**config.mk**
```make
export PLATFORM = sky130hd
export DESIGN_NAME = hazard_unit
export DESIGN_NICKNAME = d
export VERILOG_FILES = /design/src/rtl/hazard_unit.sv
export SDC_FILE = /design/constraint.sdc
export NUM_CORES = 1
export LEC_CHECK = 0
export BUFFER_PORTS_ARGS = -buffer_cell sky130_fd_sc_hd__buf_2
export CORE_MARGIN = 5
export CORE_UTILIZATION = 30
export DETAILED_ROUTE_END_ITERATION = 16
export HOLD_SLACK_MARGIN = 0.08
export PLACE_DENSITY = 0.54
export SYNTH_ARGS = -nofsm -noshare
export SYNTH_HDL_FRONTEND = slang
export SYNTH_SLANG_ARGS = --single-unit
```
**constraint.sdc**
```tcl
create_clock -name clk -period 4.2 [get_ports clk]
set_input_delay 0.42 -clock clk [delete_from_list [all_inputs] [get_ports clk]]
set_output_delay 0.42 -clock clk [all_outputs]
set_load 0.1 [all_outputs]
```
**src/rtl/hazard_unit.sv**
```systemverilog
// Pipeline hazard controller: RAW interlock / load-use detection, multi-cycle
// EX hold, redirect flush and a saturating stall-cycle counter.
module hazard_unit #(
    parameter int FORWARDING = 0,
    parameter int MC_LATENCY = 4,
    parameter int CNT_W      = 32
) (
    input  logic             clk,
    input  logic             reset,
    input  logic             id_valid,
    input  logic [6:0]       id_opcode,
    input  logic [4:0]       id_rs1,
    input  logic [4:0]       id_rs2,
    input  logic             ex_valid,
    input  logic [4:0]       ex_rd,
    input  logic             ex_reg_write,
    input  logic             ex_mem_read,
    input  logic             ex_is_mc,
    input  logic             ex_redirect,
    input  logic [4:0]       mem_rd,
    input  logic             mem_reg_write,
    output logic             pc_write_en,
    output logic             ifid_write_en,
    output logic             idex_write_en,
    output logic             idex_bubble,
    output logic             exmem_bubble,
    output logic             ifid_flush,
    output logic             idex_flush,
    output logic             ex_hold,
    output logic [CNT_W-1:0] stall_cnt
);

    localparam logic [6:0] OP_ARITH     = 7'b0110011;
    localparam logic [6:0] OP_ARITH_IMM = 7'b0010011;
    localparam logic [6:0] OP_LOAD      = 7'b0000011;
    localparam logic [6:0] OP_STORE     = 7'b0100011;
    localparam logic [6:0] OP_BRANCH    = 7'b1100011;
    localparam logic [6:0] OP_JALR      = 7'b1100111;

    // Counter width floored at 1 so MC_LATENCY<=2 still elaborates.
    localparam int CW = (MC_LATENCY > 2) ? $clog2(MC_LATENCY) : 1;
    localparam logic [CW-1:0] CNT_LOAD = CW'((MC_LATENCY > 1) ? MC_LATENCY - 2 : 0);

    typedef enum logic {IDLE, BUSY} mc_state_t;

    mc_state_t       state, state_next;
    logic [CW-1:0]   cnt, cnt_next;
    logic            hold_raw;
    logic            uses_rs1, uses_rs2;
    logic            hit_rs1, hit_rs2, data_stall;

    always_comb begin
        uses_rs1 = 1'b0;
        uses_rs2 = 1'b0;
        unique case (id_opcode)
            OP_ARITH, OP_STORE, OP_BRANCH: begin
                uses_rs1 = 1'b1;
                uses_rs2 = 1'b1;
            end
            OP_ARITH_IMM, OP_LOAD, OP_JALR: uses_rs1 = 1'b1;
            default: ;
        endcase
    end

    always_comb begin
        hit_rs1 = 1'b0;
        hit_rs2 = 1'b0;
        if (FORWARDING != 0) begin
            hit_rs1 = (id_rs1 == ex_rd) && ex_valid && ex_reg_write && ex_mem_read;
            hit_rs2 = (id_rs2 == ex_rd) && ex_valid && ex_reg_write && ex_mem_read;
        end else begin
            hit_rs1 = ((id_rs1 == ex_rd) && ex_valid && ex_reg_write) ||
                      ((id_rs1 == mem_rd) && mem_reg_write);
            hit_rs2 = ((id_rs2 == ex_rd) && ex_valid && ex_reg_write) ||
                      ((id_rs2 == mem_rd) && mem_reg_write);
        end
        data_stall = id_valid &&
                     ((uses_rs1 && (id_rs1 != 5'd0) && hit_rs1) ||
                      (uses_rs2 && (id_rs2 != 5'd0) && hit_rs2));
    end

    always_ff @(posedge clk) begin
        if (reset) begin
            state <= IDLE;
            cnt   <= '0;
        end else begin
            state <= state_next;
            cnt   <= cnt_next;
        end
    end

    always_comb begin
        state_next = state;
        cnt_next   = cnt;
        hold_raw   = 1'b0;
        unique case (state)
            IDLE: begin
                if (ex_valid && ex_is_mc && (MC_LATENCY > 1)) begin
                    hold_raw   = 1'b1;
                    state_next = BUSY;
                    cnt_next   = CNT_LOAD;
                end
            end
            BUSY: begin
                if (cnt == '0) begin
                    state_next = IDLE;
                end else begin
                    hold_raw = 1'b1;
                    cnt_next = cnt - 1'b1;
                end
            end
            default: state_next = IDLE;
        endcase
    end

    always_comb begin
        pc_write_en   = 1'b1;
        ifid_write_en = 1'b1;
        idex_write_en = 1'b1;
        idex_bubble   = 1'b0;
        exmem_bubble  = 1'b0;
        ifid_flush    = 1'b0;
        idex_flush    = 1'b0;
        ex_hold       = 1'b0;
        if (!reset) begin
            if (hold_raw) begin
                ex_hold       = 1'b1;
                pc_write_en   = 1'b0;
                ifid_write_en = 1'b0;
                idex_write_en = 1'b0;
                exmem_bubble  = 1'b1;
            end else if (ex_redirect) begin
                ifid_flush = 1'b1;
                idex_flush = 1'b1;
            end else if (data_stall) begin
                pc_write_en   = 1'b0;
                ifid_write_en = 1'b0;
                idex_bubble   = 1'b1;
            end
        end
    end

    always_ff @(posedge clk) begin
        if (reset)
            stall_cnt <= '0;
        else if (!pc_write_en && (stall_cnt != '1))
            stall_cnt <= stall_cnt + 1'b1;
    end

endmodule
```
# == After elaboration in Yosys (flattened, before gate mapping) ==
# Cells that the tools add are included.
# totals
ff_bits,35
input_bits,36
out_inout_bits,40
elab_cells,65
# classes
n_addsub,2
eq_ne,13
muxes,23
bitwise,1
reduce_logical,23
# op_table
operator,count
"32-bit by 1-bit adder with 32-bit output, second input constant",1
"32-bit != test, second input constant",1
5-bit == test,4
1-bit 2-to-1 mux,19
"7-bit by 6-bit == test with 1-bit output, second input constant",2
"7-bit == test, second input constant",2
1-bit logical AND,13
5-bit nonzero test,2
"7-bit by 2-bit == test with 1-bit output, second input constant",1
"7-bit by 5-bit == test with 1-bit output, second input constant",1
6-bit OR reduction,1
2-bit 2-to-1 mux,2
"2-bit != test, second input constant",2
2-bit case mux with 2 select lines,1
1-bit logical OR,3
3-bit OR reduction,1
2-bit zero test,1
1-bit case mux with 2 select lines,1
2-bit AND reduction,1
"2-bit by 1-bit subtractor with 2-bit output, second input constant",1
1-bit zero test,1
1-bit NOT,1

# == Logic depth before layout (Yosys ltp) ==
# Gate-level depths: netlist (run 1).
# logic_depth
depth_word,13
ltp_mapped,10
ltp_nobuf,9

# == Least setup slack after synthesis (run 1) ==
# No wires, ideal clock.
# synth_timing
path_type,reg2out
from,reg cnt[0]
to,out pc_write_en
arrival_ns,4.442
t_required_ns,3.780
path_slack_ns,-0.662
stages_incl_launch_ff,9
path_cell_list,dfxtp_1 > inv_1 > ha_1 > nand2b_1 > o21ai_0 > nand2_1 > inv_1 > nor2_1 > buf_4
# synth_between
elab_chain_cells,5
# synth_lines
element,line,rtl
from (decl),47,"logic [CW-1:0] cnt, cnt_next;"
from (signal assigned),88,cnt <= cnt_next;
2-bit zero test,105,if (cnt == '0) begin
1-bit 2-to-1 mux,105,
1-bit case mux with 2 select lines,96,unique case (state)
1-bit 2-to-1 mux (2 in a row),-,
to (decl),22,"output logic pc_write_en,"
# No other way between the ends.

# == Worst setup path after layout (run 1) ==
# layout_timing
from,reg cnt[0]
to,out ifid_write_en
# layout_between
elab_chain_cells,5
# layout_lines
element,line,rtl
2-bit zero test,105,
1-bit 2-to-1 mux,105,
1-bit case mux with 2 select lines,96,
1-bit 2-to-1 mux,126,if (hold_raw) begin
1-bit 2-to-1 mux,125,if (!reset) begin
to (decl),23,"output logic ifid_write_en,"
# No other way between the ends.

==> run summary, run 1 <==
VDD IR-drop max = 0.000142 V
pin count of the biggest net entering global routing = 38
syn avg cell area = 8.15 µm²
Final #Nets = 378
Synth Register Bits = 35
fmax = 373 MHz
outcome = finished clean
Min Hold Slack = 0.493 ns
Slew Limit Fails = 0
Finish-stage setup viols = 0
WL final = 6.29 mm
syn nets = 308
RSZ-0062 raised after global routing = false
PwrDens = 250 nW/µm²
Worst Setup End Kind = output port
clock power share = 34.8%
final worst-path cycle share = 63.8%
R2R Setup Slk = 1.53 ns
Sequential Power Share = 49.3%
Max Cap Viol = 0
reg2reg end = stall_cnt[26]
Seq/Total Area, Yosys = 31.9%
switching part of the total = 29.2%
drt pass-1 iters = 4
Worst slew margin = 50.5%
library cells used by synthesis = 50
CP most frequent cell = inv_1
worst skew pair latency = 0.28 ns
DR iter-0 viols = 132
Synth Flop Type = dfxtp_1
GPL Wtd Cong = 0.765
Worst-path clk slew = 0.07 ns
met3 Use GR = 3.39%
effective utilization at floorplan = 30.5%
Site Rows = 31
antenna violations before repair = 0
Setup Skew = 0.00656 ns
Synth warnings = 0
CP max stage delay = 0.45 ns
Worst EP required = 3.78 ns
first-pass GRT wire length = 9.71 mm
worst reg2reg path depth = 8
critical path startpoint category = flip-flop
Routed wire per std cell = 14.3 µm
GRT overflow = 0
worst endpoint data arrival time = 2.26 ns
area share of the largest cell type after synthesis = 31.9%
overall power = 0.681 mW
worst r2r src = stall_cnt[0]
# DRC = 0
cts repair resizes = 0
number of flops mapped to enable cells by yosys = 0
ANT cells = 0
ranking of synthesized cells by area = dfxtp_1 32%, xor2_1 7.6%, nor2_1 5.1%, a21oi_1 3.6%, nand4_1 3.4%
met1 Usage GRT = 17.4%
CTS buffer count = 5
cts hold-fix bufs = 0
Hold Path Class = flip-flop to flip-flop
Die W = 95.6 µm
min-delay src = state
# port buffers = 74
Root Driver = clkbuf_8
Routed Antenna Nets = 0
P_sw = 0.199 mW
final hold violations = 0
Layout area overhead = 23.8%
core box area = 7210 µm²
height of the die = 95.6 µm
Syn Inst Count = 270
Int Power = 0.483 mW
die area = 9140 µm²
Synth Cell Area = 2200 µm²
CTS tree = built
share of layout cells above drive strength 1 = 28.2%
vias in the first global route = 2,097
Clock Tree Buf Depth = 2
Critical Path, Cell by Cell = inv_1, ha_1, nand2b_1, o21ai_0, nand2_1, inv_1, nor2_4, buf_2
asr flop ratio synth = 0%
CTS sink cnt = 35
setup bufs post-CTS = 0
WHS Path Cells = 1
final setup TNS = 0 ns
Leak = 1.17 nW
met2 Track Usage GR = 21.9%
via count = 2,263
post-synth top area cell = dfxtp_1
vias per cell = 5.14
slowest CP cell = buf_2
io pins = 76
Logic pwr share = 15.9%
total track usage = 13.4%
most crowded layer after global routing = met2
worst hold endpoint = cnt[1]
H-tree Lvls = 2
Setup CP Type = flip-flop to output port
critical-path maximum fanout = 8
pin slew with the least headroom to its limit = 0.737 ns
dpl hpwl = 4.66 mm
post-layout min period = 2.68 ns
[layout by cell type (no fill, tap or decap), types with 2 or more instances in the layout]
cell / n
a21oi_1: 16
a31o_2: 2
a31oi_1: 3
a32o_1: 2
and2_1: 2
and3_1: 11
and4_1: 6
buf_2: 74
clkbuf_1: 2
clkbuf_8: 5
dfxtp_1: 35
ha_1: 2
inv_1: 13
mux2_1: 2
mux2_2: 6
mux2i_1: 2
nand2_1: 14
nand3_1: 12
nand4_1: 12
nand4b_1: 3
nor2_1: 29
nor2b_1: 8
nor3_1: 5
nor4_1: 4
nor4b_1: 2
o21a_1: 4
o21ai_0: 11
o31ai_1: 3
or3_1: 6
or4_1: 4
xnor2_1: 3
xor2_1: 19
[sequential cells by signal (all words and copies together), names as in the netlist]
name and count:
cnt 2, stall_cnt 32, state 1
[final cells by class]
| type | count | area (µm²) |
|---|---|---|
| Clock inverter | 1 | 5.00 |
| Inverter | 13 | 48.8 |
| Clock buffer | 7 | 76.3 |
| Timing Repair Buffer | 75 | 378 |
| Tap cell | 99 | 124 |
| Fill cell | 783 | 4490 |
| Sequential cell | 35 | 701 |
| Multi-Input combinational cell | 210 | 1390 |
[layer usage]
| metal | share of wire [%] | wire, µm |
|---|---|---|
| met1 | 46 | 2890 |
| met2 | 46 | 2910 |
| met3 | 7.5 | 469 |
| met4 | 0.37 | 23 |
| met5 | 0 | 0 |
[synth_stat cells, types with 3 or more instances]
| master | number |
|---|---|
| a21oi_1 | 16 |
| a31oi_1 | 3 |
| and3_1 | 11 |
| and4_1 | 6 |
| buf_4 | 3 |
| clkbuf_1 | 4 |
| dfxtp_1 | 35 |
| inv_1 | 13 |
| mux2_2 | 6 |
| nand2_1 | 14 |
| nand3_1 | 12 |
| nand4_1 | 12 |
| nand4b_1 | 3 |
| nor2_1 | 30 |
| nor2b_1 | 8 |
| nor3_1 | 5 |
| nor4_1 | 4 |
| o21a_1 | 4 |
| o21ai_0 | 11 |
| o31ai_1 | 3 |
| or3_1 | 6 |
| or4_1 | 4 |
| xnor2_1 | 3 |
| xor2_1 | 19 |
[how the worst max path moves through the flow]
stage          depth (start not counted)  slack [ns]             to         start
2_1_floorplan                          4        0.09     ifid_flush         reset
3_3_place_gp                           8        1.29  stall_cnt[22]   ex_redirect
3_5_place_dp                           8        1.24  stall_cnt[22]         reset
4_1_cts                                8        1.47    pc_write_en        cnt[0]
5_1_grt                                8        1.32  stall_cnt[26]  stall_cnt[1]
6_report                               8        1.52  ifid_write_en        cnt[0]
[power groups by stage]
| stage | Sequential [mW] | Clock [mW] | Combinational (mW) |
|---|---|---|---|
| floorplan | 0.350 | 0 | 0.0685 |
| detailed placement | 0.344 | 0 | 0.109 |
| finish | 0.336 | 0.237 | 0.108 |
| global route | 0.336 | 0.259 | 0.117 |
| global placement | 0.344 | 0 | 0.108 |
| CTS | 0.336 | 0.248 | 0.110 |
[critical path, delay by kind of cell, from the launching register on]
kind | cells | cell delay, ns
AO/OA/AOI/OAI | 1 | 0.25
adder cells (fa/ha/maj) | 1 | 0.14
buffers and inverters | 3 | 0.68
flip-flops | 1 | 0.31
AND/OR/NAND/NOR | 3 | 0.58
[logic make-up (layout without fill, tap and decap cells)]
family | Yosys count | count (layout) | share of synthesized area [%]
and+or+nand+nor | 125 | 125 | 32.1
DFF | 35 | 35 | 31.9
buffers and inverters | 25 | 96 | 5.23
xor gates and xnor gates | 22 | 22 | 8.76
muxes | 10 | 10 | 5.01
AOI/OAI and AO/OA | 51 | 51 | 15.9
adders and majority gates | 2 | 2 | 1.14
[per-stage QoR]
step	cell area, µm²	std cells	util (%)	setup slack [ns]
CTS	2720	440	37.8	1.47
global placement	2640	432	36.6	1.29
floorplan	2210	270	-	0.0932
detailed placement	2640	432	36.6	1.24
global route	2720	440	37.8	1.32
finish	2720	440	37.8	1.52
Power figures use the tool's default switching activity.
==> run 2, diff against run 1 <==
Settings changed: ABC_AREA set to 1, PLACE_DENSITY 0.54 to 0.53.
Clock period 4.2 ns to 2.7 ns, I/O delays scaled along.
==> run 2 against run 1 <==
  * Worst setup slack worse by 0.94 ns
  * Cell count up 49%
  * Power increased by 95%
  * Wire length increased by 15%
  * Synthesized cell count rose by 77%
  * Sequential cell count did not move
  * Register-to-register slack got worse by 0.95 ns
  * Die area rose by 17%
  * Critical path type is now flip-flop to flip-flop
  * Highest routed layer unchanged
==> run summary, run 2 <==
outcome = finished clean
Slew Limit Fails = 0
Final #Nets = 586
core box area = 8640 µm²
via count = 2,965
CTS sink cnt = 35
H-tree Lvls = 2
DR iter-0 viols = 123
Buf/Inv on CP = 1
Layout area overhead = 24.3%
PwrDens = 407 nW/µm²
setup bufs post-CTS = 0
Finish-stage setup viols = 0
Synth Cell Area = 2620 µm²
Top Registers = stall_cnt: 32 flops, cnt: 2 flops, state: 1 flops
Worst Setup End Kind = flip-flop
# DRC = 0
Routed Antenna Nets = 0
total track usage = 14.6%
syn avg cell area = 5.49 µm²
syn nets = 515
ANT cells = 0
CP max stage delay = 0.44 ns
Synth warnings = 0
area share of the largest cell type after synthesis = 26.7%
Critical Path, Cell by Cell = ha_1, nand2_1, nor2_2, nand3_2, nor2_4, nand3_4, inv_1, nor2_1, nand2_1, nand2_1, nand2_1, nor2_1
critical path startpoint category = flip-flop
worst setup margin = 0.584 ns
P_sw = 0.375 mW
max FFs per register = 32
Logic pwr share = 16.1%
height of the die = 103 µm
Setup CP Type = flip-flop to flip-flop
Post-DP Area = 3120 µm²
Site Rows = 34
R2R Setup Slk = 0.58 ns
most frequent cell after synthesis = nand2_1
switching part of the total = 28.3%
antenna violations before repair = 0
post-synth top area cell = dfxtp_1
ranking of synthesized cells by area = dfxtp_1 27%, nand2_1 24%, nor2_1 12%, inv_1 9.9%, nand3_1 8.4%
Root Driver = clkbuf_8
final worst-path cycle share = 78.4%
cts hold-fix bufs = 0
Clock Tree Buf Depth = 2
pin count of the biggest net entering global routing = 30
vias in the first global route = 2,758
Worst-path clk slew = 0.08 ns
worst skew pair latency = 0.29 ns
Synth Flop Type = dfxtp_1
VDD IR-drop max = 0.000196 V
dpl hpwl = 5.81 mm
library cells used by synthesis = 27
Sequential Power Share = 39.7%
final setup TNS = 0 ns
final hold violations = 0
vias per cell = 4.51
slowest CP cell = dfxtp_1
asr flop ratio synth = 0%
dpl ws = 0.594 ns
GPL Wtd Cong = 0.838
share of layout cells above drive strength 1 = 19.9%
Syn Inst Count = 477
Leak = 1.73 nW
Synth Register Bits = 35
worst setup path startpoint = stall_cnt[0]
Finished Cell Area = 3260 µm²
synth cell count leaders = 167 x nand2_1, 86 x nor2_1, 69 x inv_1
family with the most delay on the worst path = simple AND/OR/NAND/NOR gates
RSZ-0062 raised after global routing = false
Most flops, register = stall_cnt
pin slew with the least headroom to its limit = 0.506 ns
worst endpoint data arrival time = 2.29 ns
Setup Skew = 0.00689 ns
fmax = 473 MHz
GRT overflow = 0
Worst slew margin = 66.5%
Hold Path Class = primary input to flip-flop
min-delay src = reset
cts repair resizes = 0
worst r2r src = stall_cnt[0]
Seq/Total Area, Yosys = 26.7%
drt pass-1 iters = 6
CTS buffer count = 5
Int Power = 0.950 mW
number of flops mapped to enable cells by yosys = 0
CTS tree = built
clock power share = 44.2%
commonest cells after routing, fill and taps aside = 166 x nand2_1, 83 x nor2_1, 74 x buf_2
Max Cap Viol = 0
post-layout min period = 2.12 ns
critical-path maximum fanout = 19
die area = 10,700 µm²
WL final = 7.25 mm
Die W = 103 µm
Routed wire per std cell = 11.0 µm
CP most frequent cell = nand2_1
commonest non-fill, non-tap cell in the layout = nand2_1
# port buffers = 74
effective utilization at floorplan = 30.3%
io pins = 76
Worst EP required = 2.88 ns
first-pass GRT wire length = 12.7 mm
run 2: logic make-up (layout without fill, tap and decap cells):
kind of cell    count (synthesis)  after routing  synth area share, %
simple gates                  331            331                 54.0
compound gates                 23             23                 4.44
buf+inv                        85            157                 13.5
xor+xnor                        1              1                0.334
fa+ha+maj                       2              2                0.955
flops                          35             35                 26.7
run 2: area by class of cell:
class,count,area (µm²)
well taps,108,135
inverters,72,278
clock inverters,3,67.6
clock buffers,5,68.8
fillers,1005,5380
multi-input cells,357,1610
flip-flops and latches,35,702
repair buffers,77,393
run 2: metal layers:
layer	routed length, µm	track usage (%)	up-vias
li1	-	-	1600
met1	3590	20.7	1295
met2	3230	23.2	66
met3	369	2.82	4
met4	52	2.69	0
met5	0	0	-
run 2: path summary, 6_finish.rpt:
path	endpoint	cells after the start
min reg2reg	cnt[0]	1
max	stall_cnt[27]	12
min	stall_cnt[22]	2
max reg2reg	stall_cnt[27]	12
run 2: worst reg2reg max path, delay by kind of cell (launching register included):
family | cells | cell delay (ns)
flops | 1 | 0.44
buf+inv | 1 | 0.25
fa+ha+maj | 1 | 0.22
simple gates | 10 | 1.11
run 2: power groups by stage:
stage / combinational, mW / clock (mW) / sequential (mW)
2_1_floorplan: 0.140 / 0 / 0.557
3_3_place_gp: 0.212 / 0 / 0.538
3_5_place_dp: 0.215 / 0 / 0.539
4_1_cts: 0.215 / 0.599 / 0.526
5_1_grt: 0.238 / 0.624 / 0.528
6_report: 0.213 / 0.586 / 0.526
run 2: stage by stage:
stage / cells / util, % / power [mW] / hold slack [ns]
floorplan: 477 / - / 0.697 / 0.418
detailed placement: 649 / 36.1 / 0.753 / 0.439
CTS: 657 / 37.7 / 1.34 / 0.297
global placement: 649 / 36.1 / 0.751 / 0.431
finish: 657 / 37.7 / 1.33 / 0.302
global route: 657 / 37.7 / 1.39 / 0.307
